### src/rtl/tartaruga_pkg.sv
// Shared types and constants for the tartaruga pipeline.
// This file holds the stage-boundary structs seen by the write-back stage.
package tartaruga_pkg;

   localparam int NUM_REGS  = 32;
   localparam int XLEN      = 32;
   localparam int INSTRET_W = 64;

   typedef logic [XLEN-1:0] bus32_t;
   typedef logic [4:0]      reg_addr_t;

   // Decoded instruction fields that survive down to write-back.
   typedef struct packed {
      reg_addr_t rd;
      logic      write_reg;
   } instr_t;

   // Everything the mem stage hands to write-back for one instruction.
   typedef struct packed {
      bus32_t result;
      instr_t instr;
      logic   branch_taken;
      bus32_t branched_pc;
   } mem_to_wb_t;

   // A retiring instruction updates the register file only when it targets a real register.
   function automatic logic writes_reg(input logic commit, input instr_t instr);
      return commit & instr.write_reg & (instr.rd != '0);
   endfunction

endpackage

### src/rtl/wb_stage_regfile.sv
// Architectural register file: one write port, two combinational read ports.
// x0 is never written and always reads as zero.
// Optional feature macro: TARTARUGA_WB_BYPASS_EN (write-through bypass on the read ports).
module regfile
   import tartaruga_pkg::*;
(
   input  logic      clk,
   input  logic      rst_n,
   input  logic      write_en,
   input  reg_addr_t write_addr,
   input  bus32_t    write_data,
   input  reg_addr_t read_addr1,
   input  reg_addr_t read_addr2,
   output bus32_t    read_data1,
   output bus32_t    read_data2
);

   bus32_t regs [NUM_REGS];

   // Storage update: write_en already excludes x0, so entry 0 stays at its reset value.
   always_ff @(posedge clk or negedge rst_n) begin
      if (!rst_n) begin
         for (int i = 0; i < NUM_REGS; i++) begin
            regs[i] <= '0;
         end
      end else if (write_en) begin
         regs[write_addr] <= write_data;
      end
   end

   // Read port 1: stored value, optionally overridden by the same-cycle write, x0 forced to zero.
   always_comb begin
      read_data1 = regs[read_addr1];
`ifdef TARTARUGA_WB_BYPASS_EN
      if (write_en && (write_addr == read_addr1)) begin
         read_data1 = write_data;
      end
`endif
      if (read_addr1 == '0) begin
         read_data1 = '0;
      end
   end

   // Read port 2: same rules as port 1.
   always_comb begin
      read_data2 = regs[read_addr2];
`ifdef TARTARUGA_WB_BYPASS_EN
      if (write_en && (write_addr == read_addr2)) begin
         read_data2 = write_data;
      end
`endif
      if (read_addr2 == '0) begin
         read_data2 = '0;
      end
   end

endmodule

### src/rtl/wb_stage.sv
// Write-back stage: retires the instruction arriving from mem, commits its result
// to the register file, pulses a branch redirect to fetch and counts retirements.
// Optional feature macro: TARTARUGA_WB_BYPASS_EN (handled inside regfile).
module wb_stage
   import tartaruga_pkg::*;
(
   input  logic                 clk_i,
   input  logic                 rstn_i,
   input  mem_to_wb_t           mem_to_wb_i,
   input  logic                 valid_i,
   input  logic                 flush_i,
   input  logic [4:0]           rs1_addr_i,
   input  logic [4:0]           rs2_addr_i,
   output logic [XLEN-1:0]      rs1_data_o,
   output logic [XLEN-1:0]      rs2_data_o,
   output logic                 redirect_valid_o,
   output logic [XLEN-1:0]      redirect_pc_o,
   output logic                 commit_valid_o,
   output logic [INSTRET_W-1:0] instret_o
);

   logic                 commit;
   logic                 reg_write;
   logic                 take_branch;
   logic                 redirect_valid;
   bus32_t               redirect_pc;
   logic                 commit_valid;
   logic [INSTRET_W-1:0] instret;

   // A flush squashes the instruction even when valid is high.
   always_comb begin
      commit      = valid_i & ~flush_i;
      reg_write   = writes_reg(commit, mem_to_wb_i.instr);
      take_branch = commit & mem_to_wb_i.branch_taken;
   end

   regfile u_regfile (
      .clk        (clk_i),
      .rst_n      (rstn_i),
      .write_en   (reg_write),
      .write_addr (mem_to_wb_i.instr.rd),
      .write_data (mem_to_wb_i.result),
      .read_addr1 (rs1_addr_i),
      .read_addr2 (rs2_addr_i),
      .read_data1 (rs1_data_o),
      .read_data2 (rs2_data_o)
   );

   // Redirect: one-cycle valid pulse; the target is kept after the pulse ends.
   always_ff @(posedge clk_i or negedge rstn_i) begin
      if (!rstn_i) begin
         redirect_valid <= 1'b0;
         redirect_pc    <= '0;
      end else begin
         redirect_valid <= take_branch;
         if (take_branch) begin
            redirect_pc <= mem_to_wb_i.branched_pc;
         end
      end
   end

   // Retirement bookkeeping: registered commit flag and a free-running wrapping counter.
   always_ff @(posedge clk_i or negedge rstn_i) begin
      if (!rstn_i) begin
         commit_valid <= 1'b0;
         instret      <= '0;
      end else begin
         commit_valid <= commit;
         instret      <= instret + {{(INSTRET_W-1){1'b0}}, commit};
      end
   end

   assign redirect_valid_o = redirect_valid;
   assign redirect_pc_o    = redirect_pc;
   assign commit_valid_o   = commit_valid;
   assign instret_o        = instret;

endmodule

### config.mk
export PLATFORM = sky130hd
export DESIGN_NAME = wb_stage
export DESIGN_NICKNAME = d
export VERILOG_FILES = /design/src/rtl/tartaruga_pkg.sv /design/src/rtl/wb_stage_regfile.sv /design/src/rtl/wb_stage.sv
export SDC_FILE = /design/constraint.sdc
export NUM_CORES = 2
export LEC_CHECK = 0
export CORE_MARGIN = 3
export CORE_UTILIZATION = 59
export DETAILED_ROUTE_END_ITERATION = 10
export PLACE_DENSITY_LB_ADDON = 0.05
export SKIP_LAST_GASP = 1
export SYNTH_ARGS = -nofsm -noshare
export SYNTH_HDL_FRONTEND = slang
export SYNTH_HIERARCHICAL = 1
export SYNTH_SLANG_ARGS = --single-unit
### constraint.sdc
create_clock -name clk_i -period 2.4 [get_ports clk_i]
set_input_delay 0.24 -clock clk_i [delete_from_list [all_inputs] [get_ports clk_i]]
set_output_delay 0.24 -clock clk_i [all_outputs]
set_load 0.01 [all_outputs]
==> results.md <==
- Status: finished, violations left
- Failing checks: setup timing
- CP max stage cell: mux4_2
- Distinct cells, synth: 49
- Data arrival, critical path: 2.54 ns
- Number of detailed-route iterations in the first pass: 7
- Power per cell area: 661.4 nW/um2
- Grt ovf: 0
- Die Height: 323.0 um
- Num CTS Buffers: 118
- Area fraction of the dominant cell type after synthesis: 47.36%
- Pin slew with the least headroom to its limit: 0.6670 ns
- Row Count: 115
- Cell with the most instances after synthesis: dfrtp_1
- Peak VDD IR: 0.8183 mV
- Avg Cell Area, Syn: 14.97 um2
- Clk sinks: 1122
- Final GP Congestion: 0.9343
- TritonCTS clock tree: done
- IO Port Bufs: 246
- Reg2Reg Depth: 8
- R2r setup slk: 0.26 ns
- Worst-path fanout max: 2
- Critical Path Source Type: flop
- Die area: 104300 um2
- Clock Latency Late Sink: 0.72 ns
- Most used routing layer: met2
- Final Cycle Share: 115.6%
- Vias per cell: 7.114
- Starting Density: 59.89%
- P&R area growth vs syn: 23.39%
- Clk slew on worst S/H paths: 0.06 ns
- Worst EP required: 2.16 ns
- Cells after synthesis: 3960
- Ranking of synthesized cells by area: dfrtp_1 (47%), mux2_2 (20%), mux4_2 (17%), mux2i_1 (2.2%), buf_2 (1.2%)
- Rel. slew slack: 55.53%
- Final Util: 73.89%
- Post-Syn Area: 59280 um2
- Vias in the first global route: 44480
- Largest net degree at the start of global routing: 103
- R2r startpoint: instret_o[0]
- Met1 usage: 51.90%
- Initial antenna violation count: 6
- Detailed placer's ending HPWL: 136.2 mm
- RSZ-0062 raised after global routing: yes
- Met2 GRT Util: 61.15%
- # fillers: 6072
- Sequential-to-total area share from yosys stat: 47.36%
- Setup Crit Path Kind: reg2out
- CTS H-tree depth: 3
- First-pass GRT wire length: 300.5 mm
- Post-synth ARST share: 100.0%
- Warnings from Yosys: 6
- Initial drt markers: 4520
- Syn_nets: 4047
- Share of cells above drive strength 1: 57.18%
- Number of max-cap violations: 0
- Commonest cells post-synth: dfrtp_1 (1122), mux2_2 (1079), mux4_2 (448)
- Root Buffer: clkbuf_16
- Yosys reg bits: 1122
- Most used cell, CP: buf_4
- Peak Freq: 0.3603 GHz
- Post-route setup slack: -0.3754 ns
- Max incr delay on CP: 0.45 ns
- Vias: 42100
- Met3 Usage GRT: 10.74%
- Hold Path Class: in2async
- Leakage power: 33.51 nW
- Core area: 98990 um2
- Setup Skew: 0.01074 ns
- Total routed wirelength: 205.5 mm
- Max-slew violation count: 0
- Crit Reg-Reg Endpoint: instret_o[62]
- FF+latch area: 28080 um2
- Final Net Count: 4625
- Maximum clock path buffer count: 3
- Final hold vios: 0
- DRC viols: 0
- Synth Flop Type: dfrtp_1
- Final ANT Viol Nets: 0
- Number of flops mapped to enable cells by yosys: 0
- Area of the multi-input gates: 30500 um2
- Overall Global Routing Usage: 39.66%
- Area leader, netlist: dfrtp_1
- CP endpoint kind: primary output
- Wire length per cell: 34.73 um
- Die extent in x: 323.0 um
- Period minus WS final: 2.775 ns
- Final setup vio count: 64
- # IOs: 247
- Pre-CTS setup slack: -1.097 ns
- CP Cell Sequence: buf_4, mux4_2, mux2_4, o21ai_4, a311oi_2, buf_4, buf_6
per-stage QoR:
step	TNS, ns	power (mW)	area [um2]	cells	hold slack [ns]
2_1_floorplan	0	25.85	59280	3960	-0.05559
3_3_place_gp	-413.88	28.93	67710	5682	0.2501
5_1_grt	-17.20	49.84	73140	5913	0.1191
4_1_cts	-15.06	48.29	72670	5903	0.1021
3_5_place_dp	-409.88	29.36	67710	5682	0.2573
6_report	-13.91	48.38	73150	5917	0.09084
cell type report:
| type | instances | share of cell area, % |
|---|---|---|
| Sequential cell | 1122 | 38.38 |
| Tap cell | 1287 | 2.201 |
| Multi-Input combinational cell | 2422 | 41.70 |
| Timing Repair Buffer | 858 | 12.25 |
| Clock buffer | 174 | 4.755 |
| Inverter | 16 | 0.08552 |
| Antenna cell | 4 | 0.01368 |
| Clock inverter | 34 | 0.6158 |
registers in the layout, summed over array words and instances, names as in the netlist:
signal	flops
commit_valid_o	1
instret_o	64
redirect_pc_o	32
redirect_valid_o	1
u_regfile/regs	1024
power breakdown:
part / switching (mW) / internal (mW)
registers: 1.22 / 20.5
clock network: 7.75 / 11.0
logic: 3.66 / 4.26
total: 12.6 / 35.8
cells by family after synthesis:
| group | after synthesis | share of synthesized area (%) |
|---|---|---|
| compound gates | 369 | 4.474 |
| flops | 1122 | 47.36 |
| mux | 1696 | 40.45 |
| simple gates | 293 | 2.815 |
| fa+ha+maj | 2 | 0.04220 |
| buf+inv | 416 | 3.938 |
| xor+xnor | 62 | 0.9160 |
worst max path at each step:
stage	from	to	slack, ns	cells after the start
floorplan	valid_i	u_regfile/regs[636]	0.37	6
global placement	rs2_addr_i[2]	rs2_data_o[16]	-1.08	8
detailed placement	rs2_addr_i[2]	rs2_data_o[16]	-1.10	8
CTS	u_regfile/regs[991]	rs1_data_o[31]	-0.42	7
global route	u_regfile/regs[991]	rs1_data_o[31]	-0.43	7
finish	u_regfile/regs[1023]	rs1_data_o[31]	-0.38	7
routing by layer:
metal / wire [um] / vias up
li1: - / 16480
met1: 76970 / 22380
met2: 95330 / 2551
met3: 20750 / 689
met4: 12450 / 2
met5: 7 / -
cell usage in the layout, fill, tap and decap left out, types with 27 or more instances in the layout:
master,Yosys,routed
dfrtp_1,1122,1122
mux2_2,1079,1041
mux4_2,448,448
buf_4,68,444
clkdlybuf4s50_1,0,171
buf_12,0,162
mux2i_1,128,128
clkbuf_16,0,122
nor2b_1,68,61
nand2_1,75,59
a22oi_1,64,51
a211oi_2,0,51
o21ai_1,99,44
mux2_1,41,41
buf_2,138,40
mux2_4,0,38
o21ai_2,0,38
a221oi_1,48,37
xor2_1,35,35
buf_6,43,33
nor2_1,40,32
a311oi_2,0,30
clkbuf_1,146,29
xnor2_1,27,27
what timing repair did:
action / CTS / global route
resized for setup: 505 / 82
hold buffers: 1 / 0
hold endpoints to repair: 54 / 0
pin swaps: 59 / 54
endpoints found under the setup margin: 64 / 79
buffers inserted: 36 / 10
critical path: cells and delay by family (launching register included):
| family | cells | cell delay (ns) |
|---|---|---|
| AOI/OAI and AO/OA | 2 | 0.21 |
| buffers and inverters | 3 | 0.50 |
| muxes | 2 | 0.74 |
| DFF | 1 | 0.37 |
Power figures use the tool's default switching activity.
